$ cat config.mk
export PLATFORM = sky130hd
export DESIGN_NAME = xaddrgen_nd_flat
export DESIGN_NICKNAME = d
export VERILOG_FILES = /design/src/rtl/xaddrgen_nd_if.sv /design/src/rtl/xaddrgen_nd.sv /design/src/flat_wrapper.sv
export SDC_FILE = /design/constraint.sdc
export NUM_CORES = 1
export LEC_CHECK = 0
export ABC_AREA = 1
export CORE_MARGIN = 3
export CORE_UTILIZATION = 55
export CTS_BUF_LIST = sky130_fd_sc_hd__clkbuf_4 sky130_fd_sc_hd__clkbuf_8
export DETAILED_ROUTE_END_ITERATION = 12
export PLACE_DENSITY = 0.85
export SLEW_MARGIN = 20
export SYNTH_ARGS = -nofsm -noshare
export SYNTH_HDL_FRONTEND = slang
export SYNTH_SLANG_ARGS = --single-unit
$ cat constraint.sdc
create_clock -name clk -period 4.3 [get_ports clk]
set_clock_uncertainty 0.1 [all_clocks]
set_input_delay 1.075 -clock clk [delete_from_list [all_inputs] [get_ports clk]]
set_output_delay 1.075 -clock clk [all_outputs]
set_load 0.01 [all_outputs]
$ cat src/rtl/xaddrgen_nd_if.sv
// xaddrgen_nd_if: configuration, control and memory-port signals of the nested-loop address generator
interface xaddrgen_nd_if #(parameter int LOOPS = 6, parameter int ADDR_W = 10, parameter int PERIOD_W = 10);
  logic run, pause, abort;
  logic [ADDR_W-1:0] start;
  logic [PERIOD_W-1:0] delay, duty;
  logic [LOOPS*ADDR_W-1:0] iter_flat, incr_flat;
  logic [ADDR_W-1:0] addr;
  logic mem_en, last, done;
  modport master(output run, pause, abort, start, delay, duty, iter_flat, incr_flat, input addr, mem_en, last, done);
  modport slave(input run, pause, abort, start, delay, duty, iter_flat, incr_flat, output addr, mem_en, last, done);
endinterface

$ cat src/rtl/xaddrgen_nd.sv
// xaddrgen_nd: N-level nested-loop address generator with duty window, stall, abort and last flag
module xaddrgen_nd #(parameter int LOOPS = 6, parameter int ADDR_W = 10, parameter int PERIOD_W = 10) (
  input logic clk,
  input logic rst,
  xaddrgen_nd_if.slave bus
);
  typedef enum logic [1:0] {IDLE, DELAY, RUN} state_t;
  state_t state, state_nx;
  logic [LOOPS-1:0][ADDR_W-1:0] c, b, lim, inc, nc, nb, lim_in, iter_in;
  logic [LOOPS-1:0] can, low, lm, nfull, ifull;
  logic [ADDR_W-1:0] nbv;
  logic [PERIOD_W-1:0] duty_r, dcnt;
  logic held, fin, nlast, ilast, accept, mem_en, last, done;
  function automatic logic below(input logic [ADDR_W-1:0] x, input logic [PERIOD_W-1:0] d);
    return {{PERIOD_W{1'b0}}, x} < {{ADDR_W{1'b0}}, d};
  endfunction
  assign iter_in = bus.iter_flat;
  assign bus.addr = b[0];
  assign bus.mem_en = mem_en;
  assign bus.last = last;
  assign bus.done = done;
  // limits are stored as iter-1, with zero counts on outer levels folded to one
  always_comb begin
    for (int k = 0; k < LOOPS; k++) begin
      lim_in[k] = (k > 0 && iter_in[k] == '0) ? '0 : iter_in[k] - ADDR_W'(1);
      ifull[k] = lim_in[k] == '0;
    end
    ilast = &ifull;
  end
  // the lowest level that can still count steps; every level below it restarts from its new base
  always_comb begin
    for (int k = 0; k < LOOPS; k++) can[k] = c[k] < lim[k];
    fin = ~|can;
    low = can & (~can + LOOPS'(1));
    lm = low - LOOPS'(1);
    nbv = '0;
    for (int k = 0; k < LOOPS; k++) if (low[k]) nbv = b[k] + inc[k];
    for (int j = 0; j < LOOPS; j++) begin
      nc[j] = lm[j] ? '0 : low[j] ? c[j] + ADDR_W'(1) : c[j];
      nb[j] = (lm[j] | low[j]) ? nbv : b[j];
      nfull[j] = !(nc[j] < lim[j]);
    end
    nlast = &nfull;
  end
  always_comb begin
    state_nx = state;
    accept = 1'b0;
    if (bus.abort) state_nx = IDLE;
    else if (state == IDLE && bus.run) begin
      accept = 1'b1;
      state_nx = iter_in[0] == '0 ? IDLE : bus.delay == '0 ? RUN : DELAY;
    end
    else if (state == DELAY && dcnt <= PERIOD_W'(1)) state_nx = RUN;
    else if (state == RUN && !bus.pause && !held && fin) state_nx = IDLE;
  end
  always_ff @(posedge clk or negedge rst)
    if (!rst) state <= IDLE;
    else state <= state_nx;
  always_ff @(posedge clk or negedge rst) begin
    if (!rst) begin
      c <= '0;
      b <= '0;
      lim <= '0;
      inc <= '0;
      duty_r <= '0;
      dcnt <= '0;
      held <= 1'b0;
      mem_en <= 1'b0;
      last <= 1'b0;
      done <= 1'b1;
    end else if (bus.abort) begin
      held <= 1'b0;
      mem_en <= 1'b0;
      last <= 1'b0;
      done <= 1'b1;
    end else if (accept) begin
      lim <= lim_in;
      inc <= bus.incr_flat;
      duty_r <= bus.duty;
      dcnt <= bus.delay;
      c <= '0;
      b <= {LOOPS{bus.start}};
      held <= 1'b0;
      done <= 1'b0;
      mem_en <= state_nx == RUN && bus.duty != '0;
      last <= state_nx == RUN && ilast;
    end else if (state == IDLE) begin
      done <= 1'b1;
      mem_en <= 1'b0;
      last <= 1'b0;
    end else if (state == DELAY) begin
      dcnt <= dcnt - PERIOD_W'(1);
      mem_en <= state_nx == RUN && below(c[0], duty_r);
      last <= state_nx == RUN && fin;
    end else if (bus.pause) begin
      held <= 1'b1;
      mem_en <= 1'b0;
      last <= 1'b0;
    end else if (held) begin
      held <= 1'b0;
      mem_en <= below(c[0], duty_r);
      last <= fin;
    end else if (fin) begin
      done <= 1'b1;
      mem_en <= 1'b0;
      last <= 1'b0;
    end else begin
      c <= nc;
      b <= nb;
      mem_en <= below(nc[0], duty_r);
      last <= nlast;
    end
  end
endmodule

$ cat src/flat_wrapper.sv
// flat-port wrapper written by rule: the top's interface ports become plain ports
module xaddrgen_nd_flat 
#(parameter int LOOPS = 6, parameter int ADDR_W = 10, parameter int PERIOD_W = 10)
  (clk, rst, bus_run, bus_pause, bus_abort, bus_start, bus_delay, bus_duty, bus_iter_flat, bus_incr_flat, bus_addr, bus_mem_en, bus_last, bus_done);
  xaddrgen_nd_if #(.LOOPS(LOOPS), .ADDR_W(ADDR_W), .PERIOD_W(PERIOD_W)) bus_i ();
  input logic clk;
  input logic rst;
  input wire logic [$bits(bus_i.run)-1:0] bus_run;
  input wire logic [$bits(bus_i.pause)-1:0] bus_pause;
  input wire logic [$bits(bus_i.abort)-1:0] bus_abort;
  input wire logic [$bits(bus_i.start)-1:0] bus_start;
  input wire logic [$bits(bus_i.delay)-1:0] bus_delay;
  input wire logic [$bits(bus_i.duty)-1:0] bus_duty;
  input wire logic [$bits(bus_i.iter_flat)-1:0] bus_iter_flat;
  input wire logic [$bits(bus_i.incr_flat)-1:0] bus_incr_flat;
  output wire logic [$bits(bus_i.addr)-1:0] bus_addr;
  output wire logic [$bits(bus_i.mem_en)-1:0] bus_mem_en;
  output wire logic [$bits(bus_i.last)-1:0] bus_last;
  output wire logic [$bits(bus_i.done)-1:0] bus_done;
  assign bus_i.run = bus_run;
  assign bus_i.pause = bus_pause;
  assign bus_i.abort = bus_abort;
  assign bus_i.start = bus_start;
  assign bus_i.delay = bus_delay;
  assign bus_i.duty = bus_duty;
  assign bus_i.iter_flat = bus_iter_flat;
  assign bus_i.incr_flat = bus_incr_flat;
  assign bus_addr = bus_i.addr;
  assign bus_mem_en = bus_i.mem_en;
  assign bus_last = bus_i.last;
  assign bus_done = bus_i.done;
  xaddrgen_nd #(.LOOPS(LOOPS), .ADDR_W(ADDR_W), .PERIOD_W(PERIOD_W)) u_core (.clk(clk), .rst(rst), .bus(bus_i));
endmodule
==> impl_metrics.csv, run 1 <==
group,metric,value,unit
timing,setup-tns-final,0,ps
logic_synthesis,yosys.area.top_type,"dfrtp_1",
outcome,outcome,"finished, final reports clean",
floorplanning,boundaryPins,168,
floorplanning,floorplan.core_area,33700,sq um
global_route,grt_pass1_vias,17700,
cells_and_area,layout-drive-gt1-share,0.0731,
timing,setup_viol,0,
cells_and_area,final_util,0.659,
clock_tree,htreeDepth,2,
setup_path,endpoint_kind,"register",
global_route,antenna_found_initial,0,
flow_run,max-cap-violations,0,
clock_tree,cts_tree,"built",
cells_and_area,area_growth,17.6,%
logic_synthesis,yosysTopAreaCellShare,0.351,
timing,slew_viol_final,0,
power_and_ir_drop,power.leakage,11.3,nW
clock_tree,clk_pin_slew,60,ps
clock_tree,cts_root_buf,"clkbuf_8",
logic_synthesis,ys_seq_elements,266,
logic_synthesis,async_flop_share,1.00,
floorplanning,die_area,36600,sq um
setup_path,start_kind,"register",
setup_path,required,4710,ps
floorplanning,die_h,191,microns
timing,min_period_over_period,0.941,
clock_tree,cts_buffers,46,
logic_synthesis,synth_area,18900,sq um
detailed_routing,vias,18200,
detailed_routing,vias_per_cell,5.68,
detailed_routing,routedWlPerCell,16.7,microns
timing,timing.final.ws_setup,252,ps
floorplanning,fp.dieW,191,microns
timing,max_freq,0.247,GHz
detailed_routing,drtPass1Iterations,6,
cells_and_area,fillers,2741,
setup_path,crit_arrival,4460,ps
detailed_routing,drtIter0Drc,1717,
detailed_routing,wl,53.6,mm
cells_and_area,n_antenna_cell,0,
logic_synthesis,synth-edff-count,0,
clock_tree,clk_latency,600,ps
power_and_ir_drop,irDropWorstVdd,0.000241,V
clock_tree,cts_sinks,266,
setup_path,path_class,"register to register",
global_route,grt_max_degree,92,
floorplanning,start_util,0.560,
timing,fin_crit,4050,ps
timing,slew_headroom,0.312,
clock_tree,cts_buffer_depth,3,
logic_synthesis,synthTopCellsByArea,"dfrtp_1, nand2_1, ha_1, inv_1, o21ai_0",
place,dp_hpwl,41.1,mm
logic_synthesis,synth_nets,2900,
detailed_routing,ant_nets,0,
logic_synthesis,ys.warnings.count,0,
global_route,grtUsageTotal,0.288,
logic_synthesis,synth.avg_cell_area,7.43,sq um
timing,finalHoldViolCount,0,
place,preCtsSetupSlack,219,ps
logic_synthesis,ys_seq_area_frac,0.353,
floorplanning,num_rows,67,
setup_path,crit_fanout,11,
timing,worst-slew-pin-transition,1020,ps
place,port_buffers,167,
power_and_ir_drop,powerDensity,480,nW/um^2
place,gp_congestion,0.977,
global_route,grt_overflow,0,
logic_synthesis,synth_cells,2541,
logic_synthesis,synth_cell_types,65,
global_route,grt_pass1_wl,86.0,mm
cells_and_area,finish.net_count,3075,
detailed_routing,drcViolationCount,0,
min_path,hp-class,"input port to asynchronous set/reset pin",
logic_synthesis,ys.flop_type,"dfrtp_1",
## cell type report
cell class / instances / area [sq um] / area share
well taps: 448 / 561 / 0.0253
inverters: 330 / 1250 / 0.0564
flip-flops and latches: 266 / 6660 / 0.300
clock buffers: 70 / 907 / 0.0409
multi-input cells: 1871 / 10700 / 0.481
repair buffers: 201 / 1970 / 0.0887
clock inverters: 12 / 168 / 0.00755
## sequential cells by signal (all words and copies together) (netlist names), 2 cells and up
signal	count
u_core.dcnt	10
u_core.bus.addr	10
u_core.duty_r	10
u_core.b	50
u_core.inc	60
u_core.state	2
u_core.c	60
u_core.lim	60
## where the power goes
part	switching, W	internal, W	total [W]	leakage, nW
logic	0.00269	0.00165	0.00434	7.35
registers	0.000469	0.00316	0.00363	3.40
clock network	0.00109	0.00159	0.00268	0.569
total	0.00425	0.00640	0.0107	11.3
## cells in the final DEF, fill, tap and decap left out, types with 7 or more instances in the layout
| master | n |
|---|---|
| o22ai_1 | 31 |
| nor2_2 | 7 |
| nand4_1 | 29 |
| clkbuf_8 | 61 |
| o211ai_1 | 13 |
| or2_2 | 16 |
| a21oi_1 | 108 |
| inv_2 | 11 |
| nor2_4 | 8 |
| nor3_1 | 34 |
| buf_4 | 31 |
| a31oi_1 | 13 |
| dfrtp_1 | 265 |
| o21ai_0 | 160 |
| inv_1 | 309 |
| clkbuf_4 | 9 |
| nand3_1 | 135 |
| ha_1 | 198 |
| xor2_1 | 47 |
| nor4_1 | 13 |
| xnor2_1 | 25 |
| o21ai_1 | 10 |
| clkinv_2 | 8 |
| nand2_1 | 767 |
| clkdlybuf4s50_1 | 166 |
| nor2_1 | 162 |
## cell usage after synthesis (14+ instances only)
master	instances
dfrtp_1	265
buf_2	18
inv_1	310
xnor2_1	25
nand2_1	767
nor2_1	164
xor2_1	47
nand4_1	29
clkbuf_1	32
a31oi_1	14
nand3_1	135
a21oi_1	109
nor3_1	34
or2_2	16
o21ai_0	160
ha_1	198
o22ai_1	31
## through the flow
stage	hold WS, ps	cell area [sq um]	power [W]	cells
2_1_floorplan	346	18900	0.00648	2541
3_3_place_gp	366	21000	0.00764	3111
3_5_place_dp	370	21000	0.00785	3111
4_1_cts	382	22100	0.0106	3193
5_1_grt	403	22200	0.0114	3198
6_report	367	22200	0.0107	3198
## final timing paths
kind                                start         endpoint  slack, ps  cells after the start
max                          u_core.c[19]  u_core.bus.last        250                     21
min                                   rst    u_core.inc[7]        370                      1
max reg2reg                  u_core.c[19]  u_core.bus.last        250                     21
min reg2reg                u_core.inc[44]   u_core.inc[44]        380                      2
max in group asynchronous             rst      u_core.c[5]       2770                      2
min in group clk           u_core.inc[44]   u_core.inc[44]        380                      2
## layer usage
layer / routed length [microns] / global-route usage
met1: 22500 / 0.380
met2: 25100 / 0.484
met3: 3960 / 0.0420
met4: 2050 / 0.104
met5: 0 / 0
## cell families (layout without fill, tap and decap cells)
| kind of cell | Yosys count | after routing | share of synthesized area |
|---|---|---|---|
| fa+ha+maj | 204 | 204 | 0.138 |
| mux | 1 | 1 | 0.000530 |
| flops | 266 | 266 | 0.353 |
| compound gates | 392 | 392 | 0.119 |
| simple gates | 1202 | 1202 | 0.273 |
| buf+inv | 404 | 613 | 0.0842 |
| xor+xnor | 72 | 72 | 0.0334 |
## repair_timing
action,4_1_cts,5_1_grt
gates resized for setup,0,11
endpoints found under the setup margin,0,1
hold buffers,0,0
buffers inserted,0,5
## worst max-delay path, cell delays in order (launching register included)
cell	delay [ps]
dfrtp_1	410
ha_1	310
nand2_1	100
nor2_2	140
nand3_1	130
nand3_4	160
nand2_8	120
nor2_4	230
nand2_4	150
ha_1	350
clkinv_1	250
nand2_1	150
o21bai_1	180
inv_1	80
ha_1	270
nand4_1	110
o221a_2	280
a21oi_2	170
nand3_1	80
nand2_1	60
nand2_1	40
a21oi_1	110
No activity file was read; power rests on OpenSTA's default activity.
==> run 2: changes to the inputs <==
--- a/config.mk
+++ b/config.mk
@@ -10,7 +10,8 @@
 export CORE_UTILIZATION = 55
 export CTS_BUF_LIST = sky130_fd_sc_hd__clkbuf_4 sky130_fd_sc_hd__clkbuf_8
 export DETAILED_ROUTE_END_ITERATION = 12
-export PLACE_DENSITY = 0.85
+export DONT_BUFFER_PORTS = 1
+export PLACE_DENSITY = 0.78
 export SLEW_MARGIN = 20
 export SYNTH_ARGS = -nofsm -noshare
 export SYNTH_HDL_FRONTEND = slang
==> run 2 against run 1 <==
Compared with the run above:
- cell area fell by 7.0%
- utilization fell by 4.6 points
- combinational power fell by 9.2%
- global-route usage fell by 0.62 points
- critical endpoint unchanged
==> impl_metrics.csv, run 2 (same netlist as run 1, synthesis figures left out) <==
group,metric,value,unit
cells_and_area,multi_input_area,10800,sq um
floorplanning,die_area,36600,sq um
clock_tree,cts_buffer_depth,3,
cells_and_area,layout-drive-gt1-share,0.0843,
global_route,grt_max_degree,267,
cells_and_area,area_growth,9.37,%
power_and_ir_drop,clkPwrFrac,0.268,
timing,timing.final.ws_setup,202,ps
timing,slew_headroom,0.357,
power_and_ir_drop,irDropWorstVdd,0.000307,V
setup_path,required,4680,ps
setup_path,timing.rr.start,"u_core.c[19]",
timing,whs,78.4,ps
timing,max_freq,0.244,GHz
timing,slew_viol_final,0,
clock_tree,clk_latency,600,ps
power_and_ir_drop,power_switching,0.00414,W
place,port_buffers,0,
setup_path,endpoint_kind,"register",
global_route,grt_pass1_vias,16800,
timing,setup-tns-final,0,ps
cells_and_area,largest_registers,"u_core.c: 60 flops, u_core.inc: 60 flops, u_core.lim: 60 flops",
setup_path,rr_worst_depth,22,
global_route,grtUsageTotal,0.282,
place,dp_hpwl,39.1,mm
floorplanning,fp.dieW,191,microns
timing,setup_viol,0,
power_and_ir_drop,powerDensity,503,nW/um^2
floorplanning,floorplan.core_area,33700,sq um
cells_and_area,ff_latch_area,6660,sq um
setup_path,crit_fanout,9,
setup_path,r2r_end,"u_core.bus.last",
detailed_routing,drtIter0Drc,1418,
place,placed_area,19300,sq um
floorplanning,die_h,191,microns
floorplanning,num_rows,67,
cells_and_area,fillers,3016,
power_and_ir_drop,power.leakage,10.7,nW
detailed_routing,vias_per_cell,5.66,
global_route,grt_overflow,0,
detailed_routing,drtPass1Iterations,5,
setup_path,r2r_slack,200,ps
power_and_ir_drop,seqPwrFrac,0.353,
detailed_routing,drcViolationCount,0,
cells_and_area,final_cell_mix,"nand2_1, inv_1, dfrtp_1",
clock_tree,cts_sinks,266,
clock_tree,cts_buffers,48,
timing,worst-slew-pin-transition,954,ps
clock_tree,cts_tree,"built",
setup_path,setup.worst_path.start,"u_core.c[19]",
global_route,antenna_found_initial,1,
power_and_ir_drop,switching_share,0.398,
detailed_routing,wl,51.8,mm
cells_and_area,final_util,0.613,
outcome,outcome,"finished, final reports clean",
place,gp_congestion,0.918,
setup_path,crit_arrival,4480,ps
power_and_ir_drop,p_comb_frac,0.379,
floorplanning,boundaryPins,168,
clock_tree,clk_pin_slew,60,ps
detailed_routing,routedWlPerCell,17.1,microns
cells_and_area,n_antenna_cell,0,
setup_path,start_kind,"register",
clock_tree,htreeDepth,2,
timing,fin_crit,4100,ps
timing,finalHoldViolCount,0,
clock_tree,cts_root_buf,"clkbuf_8",
min_path,hp-class,"input port to asynchronous set/reset pin",
detailed_routing,vias,17200,
detailed_routing,ant_nets,0,
cells_and_area,stdcell_area,20600,sq um
timing,min_period_over_period,0.953,
floorplanning,start_util,0.560,
cells_and_area,finish.net_count,2908,
setup_path,path_class,"register to register",
setup_path,endpoint,"u_core.bus.last",
global_route,grt_pass1_wl,83.2,mm
place,preCtsSetupSlack,77.4,ps
clock_tree,postCtsHoldBufs,0,
flow_run,max-cap-violations,0,
power_and_ir_drop,cellInternalPower,0.00626,W
cells_and_area,final_common_cell,"nand2_1",
==> run 2: cell count changes in the layout (fill, tap and decap cells not counted), sizes merged <==
cell           change
clkbuf             +4
buf                -3
inv                -1
clkinv             -1
clkinvlp           +4
clkdlybuf4s50    -166
==> run 2: repair_timing <==
item                                    CTS  global route
resized for setup                         0            32
endpoints found under the setup margin    0             1
hold endpoints to repair                  0             0
setup buffers                             0            16
==> run 2: how the worst min path moves through the flow <==
stage	from	end	slack, ps	cells after the start
final	rst	u_core.inc[29]	80	0
after global placement	u_core.inc[4]	u_core.inc[4]	360	2
after detailed placement	u_core.b[16]	u_core.b[16]	370	2
after CTS	rst	u_core.lim[40]	50	0
after floorplan	u_core.inc[0]	u_core.inc[0]	350	2
after global routing	rst	u_core.inc[29]	50	0
==> run 2: layout make-up <==
| class | instances | area share |
|---|---|---|
| clock buffer | 74 | 0.0463 |
| clock inverter | 14 | 0.00860 |
| inverter | 330 | 0.0610 |
| multi-input combinational | 1871 | 0.522 |
| sequential | 266 | 0.322 |
| tap | 448 | 0.0271 |
| timing repair buffer | 32 | 0.0130 |
==> run 2: worst max-delay path, cell delays in order (launching register included) <==
cell and delay, ps:
dfrtp_1 420, ha_1 310, nand2_1 80, nor2_2 170
nand3_2 120, nand3_4 140, nand2_8 110, nor2_4 210
inv_1 200, ha_1 380, clkinvlp_4 190, nand3_1 160
inv_1 50, ha_1 300, a21oi_1 180, nor2_1 60
a211oi_1 230, o221a_2 240, a21oi_2 70, nand3_1 90
nand2_1 50, nand2_1 70, a21oi_2 50
==> run 2: metal layers <==
layer / vias up / track usage / part of all wire
li1: 8338 / - / -
met1: 8081 / 0.378 / 0.43
met2: 630 / 0.456 / 0.46
met3: 128 / 0.0506 / 0.071
met4: 2 / 0.110 / 0.037
met5: - / 0 / 0.00025
==> run 2: power groups by stage <==
stage / registers (W) / logic [W] / clock network [W]
floorplan: 0.00349 / 0.00299 / 0
finish: 0.00367 / 0.00394 / 0.00279
detailed placement: 0.00370 / 0.00382 / 0
global route: 0.00374 / 0.00450 / 0.00296
global placement: 0.00367 / 0.00368 / 0
CTS: 0.00366 / 0.00387 / 0.00283
==> run 2: stage by stage <==
stage,std cells,total power (W)
final,3035,0.0104
after floorplan,2541,0.00648
after global routing,3035,0.0112
after detailed placement,2931,0.00752
after global placement,2931,0.00735
after CTS,3019,0.0104
==> run 3: changes to the inputs <==
--- a/config.mk
+++ b/config.mk
@@ -12,7 +12,6 @@
 export DETAILED_ROUTE_END_ITERATION = 12
 export DONT_BUFFER_PORTS = 1
 export PLACE_DENSITY = 0.78
-export SLEW_MARGIN = 20
 export SYNTH_ARGS = -nofsm -noshare
 export SYNTH_HDL_FRONTEND = slang
 export SYNTH_SLANG_ARGS = --single-unit
==> results of run 3 <==
No change in the layout: final DEF, timing and power equal those of run 2.
